$ cat src/rtl/seqdet_pkg.sv
// Shared constants and helpers for the runtime-configurable serial pattern detector.
package seqdet_pkg;

    typedef enum logic {
        MODE_NONOVL = 1'b0,
        MODE_OVL    = 1'b1
    } mode_e;

    localparam logic [7:0] DEFAULT_PATTERN = 8'b0000_1011;
    localparam int         DEFAULT_LEN     = 4;

    // Width needed to hold a matched-prefix length of 0..maxW.
    function automatic int progWidth(input int maxW);
        return $clog2(maxW + 1);
    endfunction

endpackage

$ cat src/rtl/seqdet_prefix_match.sv
// Combinational next-state search: longest pattern prefix that ends the updated history.
module seqdet_prefix_match
    import seqdet_pkg::*;
#(
    parameter int MAX_W = 8
) (
    input  logic [MAX_W-1:0]              hist_i,
    input  logic [MAX_W-1:0]              pattern_i,
    input  logic [progWidth(MAX_W)-1:0]   len_i,
    input  logic [progWidth(MAX_W)-1:0]   kBase_i,
    output logic [progWidth(MAX_W)-1:0]   next_o
);

    localparam int             PW   = progWidth(MAX_W);
    localparam logic [MAX_W-1:0] ONES = '1;

    // Ascending scan where a later hit overrides, so the largest legal j wins.
    always_comb begin
        next_o = '0;
        for (int j = 1; j <= MAX_W; j++) begin
            if ((j <= int'(len_i)) && (j <= int'(kBase_i) + 1)) begin
                if ((hist_i & (ONES >> (MAX_W - j))) ==
                    ((pattern_i >> (int'(len_i) - j)) & (ONES >> (MAX_W - j)))) begin
                    next_o = PW'(j);
                end
            end
        end
    end

endmodule

$ cat src/rtl/seqdet_param.sv
// Serial pattern detector with loadable pattern/length and overlap select.
// Optional saturating match counter enabled by defining SEQDET_MATCH_CNT_EN.
module seqdet_param
    import seqdet_pkg::*;
#(
    parameter int               MAX_W       = 8,
    parameter logic [MAX_W-1:0] DEF_PATTERN = MAX_W'(DEFAULT_PATTERN),
    parameter int               DEF_LEN     = DEFAULT_LEN,
    parameter int               CNT_W       = 8
) (
    input  logic                          clk,
    input  logic                          rst_n,
    input  logic                          en,
    input  logic                          din,
    input  logic                          overlap,
    input  logic                          cfg_load,
    input  logic [MAX_W-1:0]              cfg_pattern,
    input  logic [progWidth(MAX_W)-1:0]   cfg_len,
    output logic                          match,
    output logic [progWidth(MAX_W)-1:0]   progress,
    output logic                          cfg_err,
    output logic [CNT_W-1:0]              match_count
);

    localparam int PW = progWidth(MAX_W);

    logic [MAX_W-1:0] pattern_q;
    logic [PW-1:0]    len_q;
    logic [PW-1:0]    progress_q;
    logic [PW-1:0]    progress_d;
    logic [PW-1:0]    kBase;
    // The oldest history bit is shifted out before it could ever be compared.
    logic [MAX_W-2:0] history_q;
    logic [MAX_W-1:0] history_d;
    logic             match_q;
    logic             cfgErr_q;
    logic             lenLegal;

    assign history_d = {history_q, din};
    assign kBase     = ((progress_q == len_q) && (overlap == MODE_NONOVL)) ? '0 : progress_q;
    assign lenLegal  = (cfg_len != '0) && (cfg_len <= PW'(MAX_W));

    seqdet_prefix_match #(
        .MAX_W (MAX_W)
    ) u_prefix (
        .hist_i    (history_d),
        .pattern_i (pattern_q),
        .len_i     (len_q),
        .kBase_i   (kBase),
        .next_o    (progress_d)
    );

    always_ff @(posedge clk or negedge rst_n) begin
        if (!rst_n) begin
            pattern_q  <= DEF_PATTERN;
            len_q      <= PW'(DEF_LEN);
            progress_q <= '0;
            history_q  <= '0;
            match_q    <= 1'b0;
            cfgErr_q   <= 1'b0;
        end else if (cfg_load) begin
            pattern_q  <= cfg_pattern;
            progress_q <= '0;
            history_q  <= '0;
            match_q    <= 1'b0;
            if (lenLegal) begin
                len_q <= cfg_len;
            end else begin
                len_q    <= PW'(MAX_W);
                cfgErr_q <= 1'b1;
            end
        end else if (en) begin
            history_q  <= history_d[MAX_W-2:0];
            progress_q <= progress_d;
            match_q    <= (progress_d == len_q);
        end else begin
            match_q <= 1'b0;
        end
    end

`ifdef SEQDET_MATCH_CNT_EN
    localparam logic [CNT_W-1:0] CNT_MAX = '1;

    logic [CNT_W-1:0] matchCount_q;

    always_ff @(posedge clk or negedge rst_n) begin
        if (!rst_n) begin
            matchCount_q <= '0;
        end else if (match_q && (matchCount_q != CNT_MAX)) begin
            matchCount_q <= matchCount_q + CNT_W'(1);
        end
    end

    assign match_count = matchCount_q;
`else
    assign match_count = '0;
`endif

    assign match    = match_q;
    assign progress = progress_q;
    assign cfg_err  = cfgErr_q;

endmodule

$ cat config.mk
export PLATFORM = sky130hd
export DESIGN_NAME = seqdet_param
export DESIGN_NICKNAME = d
export VERILOG_FILES = /design/src/rtl/seqdet_pkg.sv /design/src/rtl/seqdet_prefix_match.sv /design/src/rtl/seqdet_param.sv
export SDC_FILE = /design/constraint.sdc
export NUM_CORES = 1
export LEC_CHECK = 0
export ABC_AREA = 1
export BUFFER_PORTS_ARGS = -buffer_cell sky130_fd_sc_hd__buf_2
export CORE_MARGIN = 3
export CORE_UTILIZATION = 52
export CTS_CLUSTER_SIZE = 24
export DETAILED_ROUTE_END_ITERATION = 6
export PLACE_DENSITY = 0.82
export REMOVE_ABC_BUFFERS = 1
export SYNTH_ARGS = -nofsm -noshare
export SYNTH_HDL_FRONTEND = slang
export SYNTH_SLANG_ARGS = --single-unit
$ cat constraint.sdc
create_clock -name clk -period 3.6 [get_ports clk]
set_input_delay 0.18 -clock clk [delete_from_list [all_inputs] [get_ports clk]]
set_output_delay 0.18 -clock clk [all_outputs]
set_load 0.1 [all_outputs]
======== Word level (Yosys, flattened, before mapping) ========
Cells that the tools add are included.
storage, ports and cells
  input port bits ......................... 18
  flip-flop bits (word level) ............. 25
  logic and storage cells ................. 89
  output and inout bits ................... 14
operators by class
  mux-type cells .......................... 24
  magnitude comparators ................... 17
  reduce and logical (&&, ||, !) cells .... 13
  bitwise logic cells ..................... 2
  eq/ne operators ......................... 10
  shifts and indexed selects .............. 8
  add/sub/neg operators ................... 9
operator list
  cell                   number
  $le A4 B32 Y1 const A  4
  $mux W4                18
  $le A3 B32 Y1 const A  2
  $le A2 B32 Y1 const A  1
  $le A5 B32 Y1 const A  1
  $shr A8 B32 Y1         1
  $shr A8 B32 Y2         1
  $shr A8 B32 Y3         1
  $shr A8 B32 Y4         1
  $shr A8 B32 Y5         1
  $shr A8 B32 Y6         1
  $shr A8 B32 Y7         1
  $shr A8 B32 Y8         1
  $sub A4 B3 Y5 const B  4
  $le A3 B4 Y1 const A   4
  $mux W7                2
  $eq A4 B4 Y1           3
  $logic_and A1 B1 Y1    10
  $sub A4 B2 Y5 const B  2
  $eq A8 B8 Y1           1
  $le A2 B4 Y1 const A   2
  $eq A7 B7 Y1           1
  $eq A6 B6 Y1           1
  $add A4 B1 Y5 const B  1
  14 further kinds       18

======== Logic depth before layout (Yosys ltp) ========
Gate-level depths: netlist of run 1.
  depth after elaboration ................. 24
  mapped depth ............................ 24
  mapped depth without buffers ............ 24

======== Cells and area by module ========
Synthesis of run 1 repeated with hierarchy kept, for this count alone.
unflattened totals
  cells, all modules ...................... 629
  area, all modules ....................... 3708.6 um2
modules (own cells, without submodules)
  module               times used  sequential area each (um2)  area each (um2)  cells each
  seqdet_prefix_match  1           0.0                         2514.9           483
  seqdet_param         1           630.6                       1193.6           146

======== Worst setup path after synthesis of run 1 ========
No wires, ideal clock.
  path type ............................... flip-flop to flip-flop
  start ................................... reg progress_q[2], in the netlist progress[2]
  end ..................................... reg match_q, in the netlist match
  data required time ...................... 3.529 ns
  setup time .............................. 0.071 ns
  setup slack ............................. 0.598 ns
  stages on the path, launching flop included .. 18
  clock period less this slack ............ 3.002 ns
  arrival time ............................ 2.931 ns
  path buffers ............................ 1
  path through ............................ dfrtp_1 -> buf_2 -> xnor2_1 -> nand3_2 -> nand2_1 -> inv_1 -> ha_1 -> nand4_1 -> nand2_1 -> nor2_1 -> nor2_2 -> nor2_1 -> nand2_1 -> nand2_1 -> nand2_1 -> a21oi_1 -> nand2_1 -> nor2_1
between the ends
  cells in the longest elaborated chain, start to end .. 24
  elaborated cells between the ends (all ways) .. 38
  classes of those cells .................. add/sub: 1; order compare: 8; eq/ne: 2; mux: 18; reduce/logical: 9
RTL lines
  item                      RTL line                   source
  start: declaration        seqdet_param.sv:29         logic [PW-1:0] progress_q;
  start signal: assignment  seqdet_param.sv:74         progress_q <= progress_d;
  $eq A4 B4 Y1              seqdet_param.sv:40         assign kBase = ((progress_q == len_q) && (overlap == MODE_NONOVL)) ? '0 : progress_q;
  $logic_and A1 B1 Y1       seqdet_param.sv:40
  $mux W4 *                 seqdet_param.sv:40
  $add A4 B1 Y5 *           seqdet_prefix_match.sv:21  if ((j <= int'(len_i)) && (j <= int'(kBase_i) + 1)) begin
  $le A2 B32 Y1             seqdet_prefix_match.sv:21
  $logic_and A1 B1 Y1       seqdet_prefix_match.sv:21
  $mux W1                   seqdet_prefix_match.sv:21
  $mux W4                   seqdet_prefix_match.sv:22  if ((hist_i & (ONES >> (MAX_W - j))) ==
  (+8 left out)             --
  $mux W4                   seqdet_prefix_match.sv:21
  $mux W4                   seqdet_prefix_match.sv:22
  $mux W4                   seqdet_prefix_match.sv:21
  $mux W4                   seqdet_prefix_match.sv:22
  $mux W4 *                 seqdet_prefix_match.sv:21
  $eq A4 B4 Y1 *            seqdet_param.sv:75         match_q <= (progress_d == len_q);
  $mux W1 *                 seqdet_param.sv:72         end else if (en) begin
  $mux W1 *                 seqdet_param.sv:61         end else if (cfg_load) begin
  end signal: assignment    seqdet_param.sv:75
  end: declaration          seqdet_param.sv:35         logic match_q;
Every way passes the cells marked *; elsewhere a longest branch is shown, timed or not.
A chain may end at the register's enable or synchronous reset.

======== Worst setup path in the final report of run 1 ========
  start ................................... reg len_q[3]
  end ..................................... reg match_q, in the netlist match
between the ends
  cells in the longest elaborated chain, start to end .. 24
  elaborated cells between the ends (all ways) .. 71
  classes of those cells .................. add/sub: 9; order compare: 16; eq/ne: 10; shift: 8; mux: 19; reduce/logical: 9
RTL lines
  item                      RTL line                   source
  start: declaration        seqdet_param.sv:28         logic [PW-1:0] len_q;
  start signal: assignment  seqdet_param.sv:56         len_q <= PW'(DEF_LEN);
  start signal: assignment  seqdet_param.sv:67         len_q <= cfg_len;
  start signal: assignment  seqdet_param.sv:69         len_q <= PW'(MAX_W);
  $eq A4 B4 Y1              seqdet_param.sv:40
  $logic_and A1 B1 Y1       seqdet_param.sv:40
  $mux W4                   seqdet_param.sv:40
  $add A4 B1 Y5             seqdet_prefix_match.sv:21
  $le A2 B32 Y1             seqdet_prefix_match.sv:21
  $logic_and A1 B1 Y1       seqdet_prefix_match.sv:21
  $mux W1                   seqdet_prefix_match.sv:21
  $mux W4                   seqdet_prefix_match.sv:22
  (+8 left out)             --
  $mux W4                   seqdet_prefix_match.sv:21
  $mux W4                   seqdet_prefix_match.sv:22
  $mux W4                   seqdet_prefix_match.sv:21
  $mux W4                   seqdet_prefix_match.sv:22
  $mux W4                   seqdet_prefix_match.sv:21
  $eq A4 B4 Y1 *            seqdet_param.sv:75
  $mux W1 *                 seqdet_param.sv:72
  $mux W1 *                 seqdet_param.sv:61
Marked as above.

==> metrics.txt, run 1 <==
run status completed; largest net degree at the start of global routing 26; Post-CTS Setup Inserts 0; first-pass GRT wire length between 15000 and 20000 µm; Residual DRC 0; Mean Syn Cell Area around 5.7 µm²; Post-Synthesis Cells 618; vias between 4000 and 5000; Leak slightly above 2 nW; EDFF count, synth 0; DP HPWL ~8900 µm; min-delay worst type in2reg; clock sink count 25; global route overflow 0; CTS H-tree lvls 1; CP Class reg2reg; Buf+Inv Stages, Crit Path 4; Worst EP required between 3 and 4 ns; Detailed Route Iter0 Violations between 300 and 400; area growth from synthesis to layout 5.71%; Peak VDD IR 200 µV; # IOs 32; Tcrit/Tclk final 85.5%; initial core utilization 54.6%; Routed WL 11200 µm; Inserted Clock Buffers 3; FF-to-FF setup slack between 0.5 and 0.6 ns; worst-margin pin slew between 0.6 and 0.7 ns; CP max stage cell dfrtp_1; clock skew ~0.0077 ns; Synth area leader nand2_1; antenna cells 0; most common cell in the synthesized netlist nand2_1; CP max stage delay about 0.41 ns; Hold Vio Cnt, Final 0; CP cell instances inv_2 -> buf_4 -> nor2_1 -> nor2_1 -> nand3_2 -> nand2_1 -> inv_1 -> ha_1 -> inv_1 -> nand2_1 -> nand2_2 -> nor2_1 -> nor2_1 -> nor2_2 -> nor2_1 -> nand2_1 -> nand2_1 -> nand2_1 -> a21oi_1 -> nand2_1 -> nor2_1; Mapped Area between 3000 and 4000 µm²; ratio of cells with drive above 1 in the final layout about an eighth; I/O Buffers 23; TritonRoute pass-1 iters 5; Pwr per Cell Area ~320 nW/µm²; Root Driver clkbuf_8; CTS tree done; core area about 6500 µm²; Finish-stage setup viols 0; Final GP Congestion roughly 1; Reg clk slew, reported paths about 0.10 ns; WP data arrival 3.30 ns; Die Y 88.6 µm; CTS resizes 0; fillcell total about 660; Critical Path End Type flip-flop; Synth async-reset ratio between 90% and 100%; clk buf depth 2; RSZ-0062 raised after global routing false; initial antenna violation count 0; Synth cell types 39; CP max FO 13; critical path's top delay family simple AND/OR/NAND/NOR gates; most instantiated cells after synthesis 242 x nand2_1, 80 x nand3_1, 52 x nor2_1; Die Area between 7000 and 8000 µm²; Synthesis Warnings 0; DIE WIDTH roughly 90 µm; Via density between 5 and 6; Synth top area share between 20% and 30%; top cells by area, synth nand2_1 26%, dfrtp_1 15%, nand3_1 11%; DRT antenna net count 0; Total Negative Setup Slacks 0 ns; max_slew headroom 58.6%; GRT Total Usage between 20 and 30%; final instance area 3750 µm²; sequential fraction of the synthesis area 17.8%; Rows 29; Skew-Pair Late Insertion Delay between 0.2 and 0.3 ns; Nets between 600 and 700; crit path launch type flip-flop; vias in the first global route roughly 3800; #FFs+latches synth 25; DR WL/cell ~16 µm; post-route minimum period 3.08 ns; pins over their slew limit 0; Post-Place Cell Area ~3700 µm²; achievable frequency 325 MHz; Max Cap Viol 0; main flop type after synthesis dfrtp_1
==> worst paths after layout <==
check / from / endpoint / cells past startpoint
min: cfg_pattern[1] / pattern_q[1] / 3
min in group asynchronous: rst_n / history_q[5] / 2
max reg2reg: len_q[3] / match / 21
min reg2reg: pattern_q[1] / pattern_q[1] / 2
max: len_q[3] / match / 21
max in group asynchronous: rst_n / pattern_q[4] / 2
==> area by class of cell <==
class | count | area [µm²] | area share (%)
well taps | 77 | 96.3 | 2.57
clock buffers | 4 | 45.0 | 1.20
inverters | 55 | 206 | 5.50
flip-flops and latches | 25 | 631 | 16.8
repair buffers | 33 | 193 | 5.14
multi-input cells | 521 | 2580 | 68.8
==> metrics by stage <==
stage          setup slack (ns)  total power [mW]  instances  util [%]  hold slack [ns]
6_report                  0.522              1.21        715      57.8           0.0957
5_1_grt                   0.243              1.31        715      57.8           0.0850
3_5_place_dp              0.620              1.02        710      56.9            0.226
4_1_cts                   0.585              1.20        715      57.8           0.0923
3_3_place_gp              0.707              1.01        710      56.9            0.210
2_1_floorplan             0.504             0.845        601         -           -0.116
==> cells by family (layout without fill, tap and decap cells) <==
logic type	after synthesis	count (layout)	synth area share (%)
flip-flops	25	25	17.8
adder cells (fa/ha/maj)	19	19	6.70
other	1	8	0.106
XOR/XNOR	14	14	4.20
buffers and inverters	79	92	10.3
AND/OR/NAND/NOR	415	415	50.3
AO/OA/AOI/OAI	65	65	10.6
==> metal layers <==
metal  share of wire, %  wire length (µm)  global-route usage (%)
met5                  0                 0                       0
met4                4.5               505                    13.3
met3                 10              1170                    4.56
met2                 43              4840                    47.5
met1                 42              4660                    40.4
==> flip-flops by register name (all words and copies together) (netlist names) <==
name	cells
match	1
history_q	7
pattern_q	8
len_q	4
cfg_err	1
progress	4
==> tightest hold or removal path, cell delays in order <==
cell,delay (ns)
buf_2,0.09
nand2_1,0.05
nand2_1,0.05
==> timing repair <==
| item | 4_1_cts | 5_1_grt |
|---|---|---|
| hold endpoints to repair | 21 | 0 |
| endpoints found under the setup margin | 0 | 0 |
| hold buffers | 1 | 0 |
==> layout by cell type (no fill, tap or decap), types with 10 or more instances in the layout <==
master   count
inv_1       42
nand3_1     80
nor2_1      52
buf_2       23
a21oi_1     12
nand2_1    242
dfrtp_1     21
o22ai_1     10
nand2_2     13
ha_1        19
o21ai_1     11
o21ai_0     18
nand4_1     12
==> power breakdown <==
| part | leakage [nW] | internal (mW) | total, mW | switching, mW |
|---|---|---|---|---|
| Combinational | 1.69 | 0.212 | 0.714 | 0.502 |
| Clock | 0.0228 | 0.0796 | 0.180 | 0.101 |
| Sequential | 0.314 | 0.299 | 0.318 | 0.0188 |
| Total | 2.03 | 0.590 | 1.21 | 0.621 |
Power figures use the tool's default switching activity.
==> run 2: changes to the inputs <==
- ABC_AREA: 1 -> not set
==> run 2 against run 1 <==
The run now ends with setup timing left. Wire length up 7.0%. Setup slack worse by 0.55 ns. Maximum frequency down 15%. Worst hold slack better by 0.041 ns. Register-to-register slack worse by 0.55 ns. Largest power group unchanged. Critical endpoint unchanged. Synthesized cell count down 22%. Critical path type unchanged.
==> metrics.txt, run 2 <==
Tcrit/Tclk final 101% (was 85.5%); Hold WS 0.137 ns (was 0.0957 ns); achievable frequency 276 MHz (was 325 MHz); Critical Path End Type flip-flop (unchanged); initial antenna violation count 0 (unchanged); I/O Buffers 23 (unchanged); Leak 1.73 nW (was 2.03 nW); DRT antenna net count 0 (unchanged); vias in the first global route 3715 (was 3810); #FFs+latches synth 25 (unchanged); max_slew headroom 59.9% (was 58.6%); NetSw 0.612 mW (was 0.621 mW); first-pass GRT wire length 18500 µm (was 18300 µm); area growth from synthesis to layout 8.05% (was 5.71%); Sw Ratio 46.2% (was 51.3%); Worst EP required 3.79 ns (was 3.82 ns); Die Y 96.0 µm (was 88.6 µm); Routed WL 12000 µm (was 11200 µm); non-filler instance count after layout 602 (was 715); initial core utilization 53.9% (was 54.6%); failing checks setup timing; worst-margin pin slew 0.602 ns (was 0.620 ns); Inserted Clock Buffers 3 (unchanged); final instance area 4550 µm² (was 3750 µm²); Comb power frac 60.7% (was 58.9%); Peak VDD IR 279 µV (was 200 µV); Final GP Congestion 0.900 (was 0.978); Residual DRC 0 (unchanged); post-route minimum period 3.62 ns (was 3.08 ns); fillcell total 669 (was 655); Final Total Pwr 1.32 mW (was 1.21 mW); Core Util, Final 58.3% (was 57.8%); WP data arrival 3.81 ns (was 3.30 ns); commonest non-fill, non-tap cell in the layout nor2_1 (was nand2_1); biggest regs pattern_q: 8 flops, history_q: 7 flops (unchanged); DR WL/cell 19.9 µm (was 15.6 µm); GRT Total Usage 25.6% (was 30.0%); Synth cell types 84 (was 39); Pwr per Cell Area 291 nW/µm² (was 323 nW/µm²); CP Class reg2reg (unchanged); Flop pwr share 26.3% (was 26.2%); Mapped Area 4210 µm² (was 3550 µm²); ratio of cells with drive above 1 in the final layout 28.6% (was 12.4%); max reg flops 8 (unchanged); RSZ-0062 raised after global routing true (was false); Total Negative Setup Slacks -0.0379 ns (was 0 ns); met3 Resource Use GR 2.42% (was 4.56%); top cells by area, synth dfrtp_1 12%, mux4_2 7.0%, mux2i_1 6.9% (was nand2_1 26%, dfrtp_1 15%, nand3_1 11%); pins over their slew limit 0 (unchanged); Synth async-reset ratio 100% (unchanged); global route overflow 0 (unchanged); met1 Use GR 34.2% (was 40.4%); Reg clk slew, reported paths 0.09 ns (was 0.10 ns); GR Util met2 43.2% (was 47.5%); Synth area leader dfrtp_1 (was nand2_1); # IOs 32 (unchanged); Die Area 9220 µm² (was 7850 µm²); Root Driver clkbuf_8 (unchanged); CTS tree done (unchanged); DP HPWL 8480 µm (was 8870 µm); Post-Place Cell Area 4320 µm² (was 3700 µm²); Via density 6.65 (was 5.88); most instantiated cells after synthesis 39 x nor2_1, 29 x mux2i_1, 28 x nand2_1 (was 242 x nand2_1, 80 x nand3_1, 52 x nor2_1); Mean Syn Cell Area 8.70 µm² (was 5.74 µm²); clock skew 0.00790 ns (was 0.00768 ns); antenna cells 0 (unchanged); DP Cell Count 593 (was 710); core area 7810 µm² (was 6490 µm²); Rows 32 (was 29); Finish-stage setup viols 2 (was 0); Post-Place Worst Slack -0.0474 ns (was 0.620 ns); largest net degree at the start of global routing 30 (was 26); sequential fraction of the synthesis area 15.0% (was 17.8%); EDFF count, synth 0 (unchanged); Max Cap Viol 0 (unchanged); largest register by flop count pattern_q (unchanged); clk buf depth 2 (unchanged); vias 4003 (was 4202); run status finished with violations (was completed); main flop type after synthesis dfrtp_1 (unchanged); CP max FO 11 (was 13); PnR worst setup slack -0.0248 ns (was 0.522 ns); Clock power frac 13.0% (was 14.9%); most common cell in the synthesized netlist nor2_1 (was nand2_1); most frequent cells in the layout 39 x nor2_1, 31 x buf_4, 28 x mux2i_1 (was 242 x nand2_1, 80 x nand3_1, 52 x nor2_1); CTS H-tree lvls 1 (unchanged); GRT busiest layer met2 (unchanged); Post-Synthesis Cells 484 (was 618); Synth top area share 12.5% (was 25.6%); Detailed Route Iter0 Violations 382 (was 365); Synthesis Warnings 0 (unchanged); Nets 538 (was 676); clock sink count 25 (unchanged); TritonRoute pass-1 iters 5 (unchanged); crit path launch type flip-flop (unchanged); DIE WIDTH 96.0 µm (was 88.6 µm); Internal 0.712 mW (was 0.590 mW); Hold Vio Cnt, Final 0 (unchanged); min-delay worst type in2reg (unchanged); Skew-Pair Late Insertion Delay 0.28 ns (about the same)
-- run 2: kinds of logic after synthesis --
family          share of synthesized area, %
compound gates                          19.8
other cells                           0.0890
fa+ha+maj                               5.64
flops                                   15.0
mux                                     19.4
xor+xnor                                8.14
buf+inv                                 10.0
simple gates                            22.0
-- run 2: final timing paths --
check	to	cells past startpoint	from	slack (ns)
worst max-delay path	match	16	len_q[0]	-0.02
worst min-delay path	pattern_q[0]	2	cfg_pattern[0]	0.14
worst max register to register	match	16	len_q[0]	-0.02
worst min register to register	cfg_err	1	cfg_err	0.49
max in group asynchronous	len_q[3]	2	rst_n	2.76
min in group asynchronous	len_q[1]	2	rst_n	0.43
-- run 2: timing repair --
item	CTS	global route
setup buffers	0	4
pin swaps	1	2
resized for setup	3	25
setup endpoints to repair	2	4
hold endpoints to repair	21	0
hold buffers	1	0
-- run 2: area by class of cell --
| class | count | area [µm²] | area share (%) |
|---|---|---|---|
| clock buffers | 3 | 41.3 | 0.907 |
| repair buffers | 56 | 369 | 8.11 |
| clock inverters | 1 | 5.00 | 0.110 |
| well taps | 102 | 128 | 2.80 |
| inverters | 14 | 52.6 | 1.15 |
| multi-input cells | 401 | 3320 | 73.0 |
| flip-flops and latches | 25 | 634 | 13.9 |
-- run 2: worst max-delay path: stages, from the launching register on --
cell	delay (ns)
dfrtp_2	0.46
xor2_2	0.23
nor4_4	0.31
nand2_1	0.13
nand2_2	0.13
inv_2	0.07
ha_2	0.18
buf_6	0.14
a41o_1	0.21
a211oi_2	0.24
o21ai_2	0.17
buf_4	0.17
a22o_2	0.29
o21bai_1	0.24
a31oi_2	0.15
xnor2_1	0.17
nor4_2	0.23
-- run 2: power groups by stage --
stage	combinational (mW)	clock [mW]	sequential, mW
finish	0.804	0.172	0.349
floorplan	0.516	0	0.382
CTS	0.753	0.173	0.345
global route	0.862	0.181	0.352
detailed placement	0.744	0	0.350
global placement	0.727	0	0.347
-- run 2: per-layer routing --
layer | wire [µm] | share of wire, %
met5 | 0 | 0
met4 | 403 | 3.4
met3 | 827 | 6.9
met2 | 5910 | 49
met1 | 4810 | 40
